==> src/rtl/mux_scan_serializer.sv <==
// Sequencer for a 32:1 select-mux: steps S across an inclusive index window,
// samples Y at each step and emits the bits serially over valid/ready.
module mux_scan_serializer #(
    parameter int SEL_W = 5
) (
    input  logic             clk,
    input  logic             rst,
    input  logic             start,
    input  logic [SEL_W-1:0] first_i,
    input  logic [SEL_W-1:0] last_i,
    output logic [SEL_W-1:0] S,
    input  logic             Y,
    output logic             dout,
    output logic             dout_valid,
    input  logic             dout_ready,
    output logic             busy,
    output logic             done,
    output logic [1:0]       o_dbg_state
);

    // Handshake: a bit transfers on any rising edge where dout_valid and
    // dout_ready are both high; dout_valid then never drops without a transfer.

    typedef enum logic [1:0] {
        ST_IDLE  = 2'd0,
        ST_RUN   = 2'd1,
        ST_DRAIN = 2'd2
    } state_t;

    localparam logic [SEL_W-1:0] ONE = {{(SEL_W-1){1'b0}}, 1'b1};

    state_t           r_state;
    logic [SEL_W-1:0] r_last;
    logic [SEL_W-1:0] r_sel;
    logic             r_dout;
    logic             r_valid;
    logic             r_busy;
    logic             r_done;
    logic             w_cap;

    // A new bit may be captured when the output slot is empty or being consumed.
    assign w_cap = ~r_valid | dout_ready;

    always_ff @(posedge clk) begin
        if (rst) begin
            r_state <= ST_IDLE;
            r_last  <= '0;
            r_sel   <= '0;
            r_dout  <= 1'b0;
            r_valid <= 1'b0;
            r_busy  <= 1'b0;
            r_done  <= 1'b0;
        end else begin
            r_done <= 1'b0;
            case (r_state)
                ST_IDLE: begin
                    if (start) begin
                        r_last  <= last_i;
                        r_sel   <= first_i;
                        r_busy  <= 1'b1;
                        r_state <= ST_RUN;
                    end
                end
                ST_RUN: begin
                    if (w_cap) begin
                        r_dout  <= Y;
                        r_valid <= 1'b1;
                        if (r_sel == r_last) begin
                            r_state <= ST_DRAIN;
                        end else begin
                            r_sel <= r_sel + ONE;
                        end
                    end
                end
                ST_DRAIN: begin
                    if (r_valid && dout_ready) begin
                        r_valid <= 1'b0;
                        r_done  <= 1'b1;
                        r_busy  <= 1'b0;
                        r_sel   <= '0;
                        r_state <= ST_IDLE;
                    end
                end
                default: begin
                    r_state <= ST_IDLE;
                end
            endcase
        end
    end

    assign S           = r_sel;
    assign dout        = r_dout;
    assign dout_valid  = r_valid;
    assign busy        = r_busy;
    assign done        = r_done;
    assign o_dbg_state = r_state;

endmodule

==> config.mk <==
export PLATFORM = sky130hd
export DESIGN_NAME = mux_scan_serializer
export DESIGN_NICKNAME = d
export VERILOG_FILES = /design/src/rtl/mux_scan_serializer.sv
export SDC_FILE = /design/constraint.sdc
export NUM_CORES = 1
export LEC_CHECK = 0
export CAP_MARGIN = 0
export CORE_MARGIN = 3
export CORE_UTILIZATION = 30
export CTS_CLUSTER_SIZE = 16
export DETAILED_ROUTE_END_ITERATION = 16
export GPL_TIMING_DRIVEN = 1
export HOLD_SLACK_MARGIN = 0.06
export PLACE_DENSITY = 0.53
export SLEW_MARGIN = 40
export SYNTH_ARGS = -nofsm -noshare
export SYNTH_HDL_FRONTEND = slang
export SYNTH_SLANG_ARGS = --single-unit
==> constraint.sdc <==
create_clock -name clk -period 4.7 [get_ports clk]
set_input_delay 0.705 -clock clk [delete_from_list [all_inputs] [get_ports clk]]
set_output_delay 0.705 -clock clk [all_outputs]
set_load 0.1 [all_outputs]
After elaboration in Yosys (flattened, before gate mapping)
Cells that the tools add are included.

Flip-flop bits (word level): 16. Output and inout bits: 11. Word-level logic and storage cells: 47.

$add $sub $neg: 1. Eq/ne operators: 8. Muxes and demuxes: 16. Bitwise logic cells: 3. Reductions and logical operators: 12.

Operators by type and width (count): 2-to-1 mux 5 bit (4); case mux 5 bit (3 select lines) (1); != test 2 bit, second input constant (5); 2-to-1 mux 2 bit (4); case mux 2 bit (3 select lines) (1); AND reduction 3 bit (2); adder 5 x 1 -> 5 bit, second input constant (1); == test 5 bit (1); AND reduction 5 bit (1); 2-to-1 mux 1 bit (4); case mux 1 bit (2 select lines) (2); AND reduction 2 bit (2); AND reduction 4 bit (1); nonzero test 2 bit (2); nonzero test 3 bit (1); == test 2 x 1 -> 1 bit, second input constant (1); == test 2 bit, second input constant (1); zero test 2 bit (1); inverter 1 bit (2); OR reduction 2 bit (1); logical AND 1 bit (1); OR 1 bit (1).

Longest topological paths before layout
Gate-level depths: netlist of the first run.

Depth after elaboration: 4. Depth in mapped cells: 7. Gate-level depth less buffers: 6.

Worst setup path after synthesis of the first run
No wires, ideal clock.

Kind: register to register. Start point: register r_state[0], in the netlist o_dbg_state[0]. End point: register r_sel[1], in the netlist S[1]. Setup time: 0.121 ns. Arrival time: 2.471 ns. Data required time: 4.579 ns. Path slack: 2.109 ns. Cell stages (with the launch flop): 8. Cell sequence: dfxtp_1 -> inv_1 -> ha_1 -> buf_6 -> nor2b_1 -> a21o_1 -> a311o_2 -> mux2_2.

Longest elaborated chain between the ends: 3. Elaborated cells between the ends (all ways): 10. Those cells by class: eq/ne (6); mux (1); reduce/logical (3).

Ends and longest elaborated chain: start, declared (RTL line 32) `state_t r_state;`; start signal, assigned (RTL line 46) `r_state <= ST_IDLE;`; start signal, assigned (RTL line 61) `r_state <= ST_RUN;`; start signal, assigned (RTL line 69) `r_state <= ST_DRAIN;`; == test 2 x 1 -> 1 bit, or another cell as far along (RTL line 55) `case (r_state)`; != test 2 bit (no source line) / nonzero test 3 bit (equally long branches); AND reduction 5 bit (no source line); end signal, assigned (RTL line 59) `r_sel <= first_i;`; end signal, assigned (RTL line 71) `r_sel <= r_sel + ONE;`; end, declared (RTL line 34) `logic [SEL_W-1:0] r_sel;`.

Parallel ways exist; a longest one is shown, timed or not. A chain may end at the register's enable or synchronous reset.

Final worst setup path of the first run
Start point: input port start. End point: register r_sel[4], in the netlist S[4].

Longest elaborated chain between the ends: 2.

Ends and longest elaborated chain: start, declared (RTL line 8) `input logic start,`; != test 2 bit (no source line); AND reduction 5 bit (no source line).

Every way passes these cells.

==> results of run 1 <==
## kinds of logic after synthesis
logic type                 count (synthesis)
adders and majority gates                  5
muxes                                      7
AOI/OAI and AO/OA                         21
xor gates and xnor gates                   6
buffers and inverters                     10
and+or+nand+nor                           43
DFF                                       16
## power by group
part           switching (µW)  internal [µW]  leakage (µW)
Combinational             388            154      0.000343
Clock                    45.0           29.8     0.0000138
Sequential               48.7            176      0.000131
Total                     482            360      0.000488
## per-layer routing
layer | GRT usage [%] | share of wire (%) | vias up
met3 | 4.40 | 5.0 | 2
met1 | 16.1 | 49 | 378
li1 | - | - | 419
met2 | 20.4 | 45 | 19
met5 | 0 | 0 | -
met4 | 3.72 | 0.76 | 0
## per-stage QoR
| step | cells | hold WS, ps |
|---|---|---|
| global placement | 159 | 463 |
| detailed placement | 159 | 468 |
| finish | 162 | 478 |
| floorplan | 108 | 448 |
| global route | 162 | 508 |
| CTS | 162 | 481 |
## worst min-delay path, stage by stage (launching register included)
cell and delay (ps):
dfxtp_1 330, nand2_1 50, a21oi_1 60
## registers in the layout, indices dropped and copies added (netlist names)
name,count
r_last,5
S,5
dout_valid,1
o_dbg_state,2
dout,1
busy,1
done,1
## cells in the final DEF, fill, tap and decap left out, types with 4 or more instances in the layout
cell type and count:
xor2_1 4, nor2b_1 6, nand2b_1 8, inv_1 5
a21oi_1 8, mux2i_1 4, dfxtp_1 16, buf_2 11
clkdlybuf4s50_1 14, nand3_1 8, ha_1 5, nand2_1 9
## final cells by class
class | count | area (µm²)
flip-flops and latches | 16 | 320
inverters | 5 | 18.8
well taps | 31 | 38.8
clock buffers | 3 | 22.5
multi-input cells | 82 | 547
repair buffers | 25 | 195
fillers | 296 | 1690
## worst min path at each step
stage	startpoint	to	slack, ps	depth (start not counted)
after floorplan	r_last[0]	r_last[0]	450	2
after global placement	r_last[4]	r_last[4]	460	2
after detailed placement	r_last[0]	r_last[0]	470	2
after CTS	r_last[0]	r_last[0]	480	2
after global routing	busy	busy	510	2
final	r_last[4]	r_last[4]	480	2
==> flow_metrics.env, run 1 <==
export IMPL_status="finished clean"
export IMPL_layout_setup_ws_ps=2630
export IMPL_gp_congestion=0.773
export IMPL_crit_arrival_ps=2250
export IMPL_ys_seq_elements=16
export IMPL_syn_nets=128
export IMPL_clockBufferDepth=2
export IMPL_cp_data_required_time_ps=4880
export IMPL_antenna_cells=0
export IMPL_power_per_cell_area_mw_per_mm2=737
export IMPL_synth_edff_count=0
export IMPL_die_h_um=61.2
export IMPL_cpMaxStageDelayCell="clkdlybuf4s50_1"
export IMPL_finalHoldViolCount=0
export IMPL_crit_buf_inv=1
export IMPL_yosysTopAreaCell="dfxtp_1"
export IMPL_drt_wl_total_mm=2.09
export IMPL_synth_adder_area_share_pct=6.85
export IMPL_irDropWorstVdd_uv=529
export IMPL_yosys_top_cells_count="dfxtp_1 (16), nand2_1 (9), a21oi_1 (8), nand2b_1 (8), nand3_1 (8)"
export IMPL_core_area_mm2=0.00283
export IMPL_drv_slew=0
export IMPL_synthToLayoutAreaGrowth_pct=25.1
export IMPL_end_kind="register"
export IMPL_viasPerCell=5.05
export IMPL_fin_skew_ps=4.66
export IMPL_row_count=19
export IMPL_yosysSeqAreaShare_pct=35.1
export IMPL_slew_headroom_pct=53.4
export IMPL_critPathKind="input port to register"
export IMPL_setup_violations=0
export IMPL_tns_ps=0
export IMPL_r2r_end="S[4]"
export IMPL_r2r_setup_slack_ps=2770
export IMPL_cpPeakStageDelay_ps=580
export IMPL_post_cts_buffers=0
export IMPL_ctsHoldBuffers=0
export IMPL_first_pass_iters=4
export IMPL_yosysMostFrequentCell="dfxtp_1"
export IMPL_synthMuxAreaShare_pct=8.08
export IMPL_total_power_uw=842
export IMPL_finish_utilization_pct=40.4
export IMPL_cp_max_fo=7
export IMPL_crit_path_end="S[4]"
export IMPL_syn_inst=108
export IMPL_crit_chain="clkdlybuf4s50_1 > nor2b_1 > a21o_1 > a311o_2 > mux2_2"
export IMPL_ys_async_sr_fraction_pct=0
export IMPL_htree_levels=1
export IMPL_synth_compound_area_share_pct=14.0
export IMPL_die_w_um=61.2
export IMPL_max_freq_mhz=484
export IMPL_clkTransAtPathRegs_ps=90
export IMPL_worst_slew_pin_slew_ps=697
export IMPL_synth_simple_gate_area_share_pct=25.2
export IMPL_antenna_left=0
export IMPL_postPlaceCellArea_mm2=0.00112
export IMPL_synth_xor_area_share_pct=5.75
export IMPL_reg2reg_depth=6
export IMPL_maxCapViolCount=0
export IMPL_synth_main_ff_cell="dfxtp_1"
export IMPL_grt_total_usage_pct=12.7
export IMPL_dieArea_mm2=0.00374
export IMPL_p_leak_uw=0.000488
export IMPL_synth_warnings=0
export IMPL_cts_buffers=3
export IMPL_hp_class="register to register"
export IMPL_drtIter0Drc=22
export IMPL_grt_pass1_vias=736
export IMPL_hpwl_mm=1.60
export IMPL_synth_area_leaders="dfxtp_1 (35%), ha_1 (6.8%), nand2b_1 (5.5%)"
export IMPL_io_pins=26
export IMPL_wl_per_cell_um=12.9
export IMPL_critPathLaunchType="input port"
export IMPL_fin_area_mm2=0.00114
export IMPL_root_buffer="clkbuf_4"
export IMPL_synth_top_area_share_pct=35.1
export IMPL_period_minus_slack_ps=2070
export IMPL_cts_tree="built"
export IMPL_synth_top_family_by_area="simple AND/OR/NAND/NOR gates"
export IMPL_crit_cells=5
export IMPL_crit_family="buffers and inverters"
export IMPL_drive_above_1_share_pct=14.5
export IMPL_rsz0062_at_grt="false"
export IMPL_numPortBuffers=25
export IMPL_grt_max_degree=23
export IMPL_clk_latency_ps=290
export IMPL_netlist_area_um2=913
export IMPL_drc_errors=0
export IMPL_min_period_over_period_pct=43.9
export IMPL_grt_overflow=0
export IMPL_cts_resized=0
export IMPL_initial_utilization_pct=32.3
export IMPL_antenna_found_initial=0
export IMPL_synth_area_per_cell_um2=8.46
export IMPL_setup_worst_path_start="start"
export IMPL_grt_pass1_wl_mm=3.46
export IMPL_pre_cts_ws_ps=2330
export IMPL_ys_types=30
export IMPL_timing_rr_start="o_dbg_state[0]"
export IMPL_cts_sinks=16
export IMPL_nets=153
export IMPL_vias=818
No activity file was read; power rests on OpenSTA's default activity.
==> run 2, diff against run 1 <==
--- a/config.mk
+++ b/config.mk
@@ -12,7 +12,7 @@
 export DETAILED_ROUTE_END_ITERATION = 16
 export GPL_TIMING_DRIVEN = 1
 export HOLD_SLACK_MARGIN = 0.06
-export PLACE_DENSITY = 0.53
+export PLACE_DENSITY = 0.55
 export SLEW_MARGIN = 40
 export SYNTH_ARGS = -nofsm -noshare
 export SYNTH_HDL_FRONTEND = slang
==> constraint.sdc (replaced) <==
create_clock -name clk -period 1.85 [get_ports clk]
set_input_delay 0.2775 -clock clk [delete_from_list [all_inputs] [get_ports clk]]
set_output_delay 0.2775 -clock clk [all_outputs]
set_load 0.1 [all_outputs]
==> run 2 against run 1 <==
Critical path depth stayed put. Hold slack worse by 3.0 ps. Flip-flop and latch count stayed put. Final cell count is 6.8% higher. Clock skew is 1.3 ps higher. Utilization is 5.0 points higher. Sequential share of layout area is 1.9 points lower.
==> flow_metrics.env, run 2 (synthesized netlist as in run 1, its figures left out) <==
export IMPL_wl_per_cell_um=12.1
export IMPL_total_power_uw=2400
export IMPL_slew_headroom_pct=76.3
export IMPL_hp_class="register to register"
export IMPL_period_minus_slack_ps=1740
export IMPL_antenna_cells=0
export IMPL_cpMaxStageDelayCell="a311o_2"
export IMPL_cp_max_fo=8
export IMPL_end_kind="register"
export IMPL_core_area_mm2=0.00283
export IMPL_hpwl_mm=1.68
export IMPL_grt_max_degree=12
export IMPL_layout_setup_ws_ps=109
export IMPL_gp_congestion=0.765
export IMPL_final_common_cell="buf_4"
export IMPL_nets=163
export IMPL_vias=866
export IMPL_critPathLaunchType="register"
export IMPL_p_leak_uw=0.000543
export IMPL_setup_violations=0
export IMPL_drtIter0Drc=46
export IMPL_rsz0062_at_grt="false"
export IMPL_clk_latency_ps=290
export IMPL_drc_errors=0
export IMPL_fin_skew_ps=5.96
export IMPL_ctsHoldBuffers=0
export IMPL_cts_sinks=16
export IMPL_io_pins=26
export IMPL_finalHoldViolCount=0
export IMPL_first_pass_iters=4
export IMPL_maxCapViolCount=0
export IMPL_initial_utilization_pct=32.3
export IMPL_viasPerCell=5.01
export IMPL_synthToLayoutAreaGrowth_pct=40.5
export IMPL_antenna_found_initial=0
export IMPL_dr_wl_met2_um=997
export IMPL_drive_above_1_share_pct=28.9
export IMPL_max_freq_mhz=574
export IMPL_power_per_cell_area_mw_per_mm2=1870
export IMPL_post_cts_buffers=0
export IMPL_clockBufferDepth=2
export IMPL_grt_total_usage_pct=12.1
export IMPL_htree_levels=1
export IMPL_min_period_over_period_pct=94.1
export IMPL_cp_data_required_time_ps=2030
export IMPL_die_w_um=61.2
export IMPL_numPortBuffers=25
export IMPL_worst_slew_pin_slew_ps=355
export IMPL_die_h_um=61.2
export IMPL_drv_slew=0
export IMPL_irDropWorstVdd_uv=1760
export IMPL_root_buffer="clkbuf_4"
export IMPL_critPathKind="register to register"
export IMPL_wl_met3_um=133
export IMPL_met1Wirelength_um=942
export IMPL_crit_chain="inv_4 > ha_1 > a21o_1 > a311o_2 > mux2_2"
export IMPL_cpPeakStageDelay_ps=420
export IMPL_drt_wl_total_mm=2.10
export IMPL_highest_layer="met4"
export IMPL_dieArea_mm2=0.00374
export IMPL_antenna_left=0
export IMPL_cts_resized=0
export IMPL_clkTransAtPathRegs_ps=100
export IMPL_final_cell_mix="buf_4 (21), clkdlybuf4s50_1 (14), nand2_1 (9)"
export IMPL_grt_pass1_wl_mm=3.38
export IMPL_pre_cts_ws_ps=-52.8
export IMPL_grt_pass1_vias=808
export IMPL_row_count=19
export IMPL_cts_buffers=3
export IMPL_grt_overflow=0
export IMPL_crit_arrival_ps=1920
export IMPL_cts_tree="built"
export IMPL_status="finished clean"
## run 2: cell types whose count changed in the layout (fill, tap and decap cells not counted), moves of 6 or more
cell	previous run	this run
buf_4	0	21
dfxtp_2	0	6
buf_2	11	0
dfxtp_1	16	8
## run 2: report_power, final
group	total [µW]	switching [µW]	leakage [µW]	internal (µW)
Combinational	1600	1020	0.000393	574
Clock	195	117	0.0000154	78.4
Sequential	602	132	0.000135	470
Total	2400	1270	0.000543	1120
## run 2: layer usage
metal / vias up / track usage, %
met4: 0 / 3.72
met5: - / 0
li1: 445 / -
met3: 4 / 4.40
met1: 393 / 14.6
met2: 24 / 20.1
## run 2: layout make-up
cell class | instances | area, µm²
fill | 287 | 1550
timing repair buffer | 35 | 298
multi-input combinational | 82 | 562
tap | 31 | 38.8
clock inverter | 1 | 3.75
clock buffer | 3 | 22.5
sequential | 16 | 335
inverter | 5 | 23.8
## run 2: path summary, 6_finish.rpt
kind | end | slack [ps] | cells after the start | from
hold / removal | r_last[2] | 470 | 2 | r_last[2]
setup reg to reg | S[4] | 110 | 5 | o_dbg_state[0]
setup / recovery | S[4] | 110 | 5 | o_dbg_state[0]
hold reg to reg | r_last[2] | 470 | 2 | r_last[2]
## run 2: stage by stage
step                utilization [%]  area (µm²)  setup TNS, ps  std cells  hold slack [ps]
floorplan                         -         946           -396        108              421
global placement               44.4        1250          -36.9        169              460
detailed placement             44.4        1250           -131        169              461
CTS                            45.3        1280              0        173              474
global route                   45.4        1280              0        173              500
finish                         45.4        1280              0        173              475
## run 2: critical path, delay by kind of cell (launching register included)
family | cells | cell delay [ps]
DFF | 1 | 390
adders and majority gates | 1 | 280
muxes | 1 | 300
AOI/OAI and AO/OA | 2 | 620
buffers and inverters | 1 | 50
==> run 3, diff against run 2 <==
--- a/config.mk
+++ b/config.mk
@@ -8,11 +8,11 @@
 export CAP_MARGIN = 0
 export CORE_MARGIN = 3
 export CORE_UTILIZATION = 30
-export CTS_CLUSTER_SIZE = 16
+export CTS_CLUSTER_SIZE = 10
 export DETAILED_ROUTE_END_ITERATION = 16
 export GPL_TIMING_DRIVEN = 1
 export HOLD_SLACK_MARGIN = 0.06
-export PLACE_DENSITY = 0.55
+export PLACE_DENSITY_LB_ADDON = 0.2
 export SLEW_MARGIN = 40
 export SYNTH_ARGS = -nofsm -noshare
 export SYNTH_HDL_FRONTEND = slang
==> run 3 against run 2 <==
Global-route usage decreased by 0.46 points. Utilization decreased by 1.1 points. Flip-flop and latch count unchanged. Hold slack improved by 1.8 ps. Cell area decreased by 2.3%. Clock power about the same. Via count decreased by 2.1%. Combinational power decreased by 6%. Die area unchanged. Maximum frequency decreased by 1.5%. Critical path type unchanged. Largest cell class unchanged.
==> flow_metrics.env, run 3 (synthesized netlist as in run 1, its figures left out) <==
export IMPL_status="finished clean"
export IMPL_final_common_cell="buf_4"
export IMPL_cts_buffers=3
export IMPL_period_minus_slack_ps=1770
export IMPL_cts_tree="built"
export IMPL_fin_skew_ps=16.3
export IMPL_ctsHoldBuffers=0
export IMPL_crit_chain="xor2_1 > nor4_1 > a311o_2 > mux2_2"
export IMPL_layout_setup_ws_ps=82.9
export IMPL_drv_slew=0
export IMPL_numPortBuffers=25
export IMPL_rsz0062_at_grt="false"
export IMPL_cpPeakStageDelay_ps=460
export IMPL_cp_max_fo=5
export IMPL_antenna_cells=0
export IMPL_stdcell_count=169
export IMPL_grt_pass1_wl_mm=3.26
export IMPL_maxCapViolCount=0
export IMPL_total_power_uw=2300
export IMPL_critPathLaunchType="register"
export IMPL_drive_above_1_share_pct=26.8
export IMPL_crit_buf_inv=0
export IMPL_drc_errors=0
export IMPL_grt_pass1_vias=774
export IMPL_cts_sinks=16
export IMPL_pre_cts_ws_ps=-35.3
export IMPL_row_count=19
export IMPL_antenna_left=0
export IMPL_drtIter0Drc=15
export IMPL_power_per_cell_area_mw_per_mm2=1840
export IMPL_gp_congestion=0.707
export IMPL_initial_utilization_pct=32.3
export IMPL_grt_overflow=0
export IMPL_finalHoldViolCount=0
export IMPL_clkTransAtPathRegs_ps=90
export IMPL_slew_headroom_pct=64.5
export IMPL_root_buffer="clkbuf_4"
export IMPL_htree_levels=1
export IMPL_dieArea_mm2=0.00374
export IMPL_dp_cells=165
export IMPL_drt_wl_total_mm=2.09
export IMPL_min_period_over_period_pct=95.5
export IMPL_hp_class="register to register"
export IMPL_max_freq_mhz=566
export IMPL_worst_slew_pin_slew_ps=530
export IMPL_first_pass_iters=4
export IMPL_core_area_mm2=0.00283
export IMPL_clockBufferDepth=2
export IMPL_clk_latency_ps=300
export IMPL_tns_ps=0
export IMPL_hpwl_mm=1.65
export IMPL_critPathKind="register to register"
export IMPL_viasPerCell=5.02
export IMPL_wl_per_cell_um=12.4
export IMPL_io_pins=26
export IMPL_cp_data_required_time_ps=2030
export IMPL_nets=159
export IMPL_irDropWorstVdd_uv=1310
export IMPL_setup_violations=0
export IMPL_crit_arrival_ps=1940
export IMPL_end_kind="register"
export IMPL_vias=848
export IMPL_p_leak_uw=0.000524
export IMPL_crit_family="simple AND/OR/NAND/NOR gates"
export IMPL_synthToLayoutAreaGrowth_pct=37.3
export IMPL_grt_max_degree=18
export IMPL_die_h_um=61.2
export IMPL_final_cell_mix="buf_4 (17), clkdlybuf4s50_1 (14), nand2_1 (9)"
export IMPL_grt_total_usage_pct=11.6
export IMPL_die_w_um=61.2
export IMPL_cpMaxStageDelayCell="nor4_1"
export IMPL_finish_utilization_pct=44.3
export IMPL_antenna_found_initial=0
-- run 3: layer usage --
metal | track usage (%) | routed length [µm] | vias to the layer above
met5 | 0 | 0 | -
met4 | 2.79 | 13 | 0
met3 | 3.77 | 100 | 2
met2 | 19.8 | 998 | 19
met1 | 14.2 | 980 | 390
li1 | - | - | 437
-- run 3: where the power goes --
| group | switching [µW] | internal [µW] | total (µW) |
|---|---|---|---|
| logic | 1000 | 506 | 1510 |
| registers | 129 | 470 | 599 |
| clock network | 117 | 78.5 | 195 |
-- run 3: per-stage QoR --
step           hold slack, ps  area [µm²]
3_3_place_gp              461        1220
2_1_floorplan             421         946
5_1_grt                   492        1250
6_report                  477        1250
3_5_place_dp              466        1220
4_1_cts                   478        1250
-- run 3: tightest hold or removal path, cell delays in order (launching register included) --
cell and delay (ps):
dfxtp_1 330, nand2_1 60, a21oi_1 50
-- run 3: cell type report --
type / instances / area, µm²
clock buffer: 3 / 22.5
clock inverter: 1 / 3.75
fill: 288 / 1580
inverter: 5 / 23.8
multi-input combinational: 82 / 562
sequential: 16 / 335
tap: 31 / 38.8
timing repair buffer: 31 / 268
-- run 3: what timing repair did --
action	CTS	global route
setup buffers	0	0
resized for setup	0	1
setup endpoints to repair	0	1
-- run 3: final timing paths --
path / from / slack, ps / depth (start not counted) / end
worst max-delay path: S[4] / 80 / 4 / S[4]
worst min-delay path: r_last[4] / 480 / 2 / r_last[4]
worst max register to register: S[4] / 80 / 4 / S[4]
worst min register to register: r_last[4] / 480 / 2 / r_last[4]
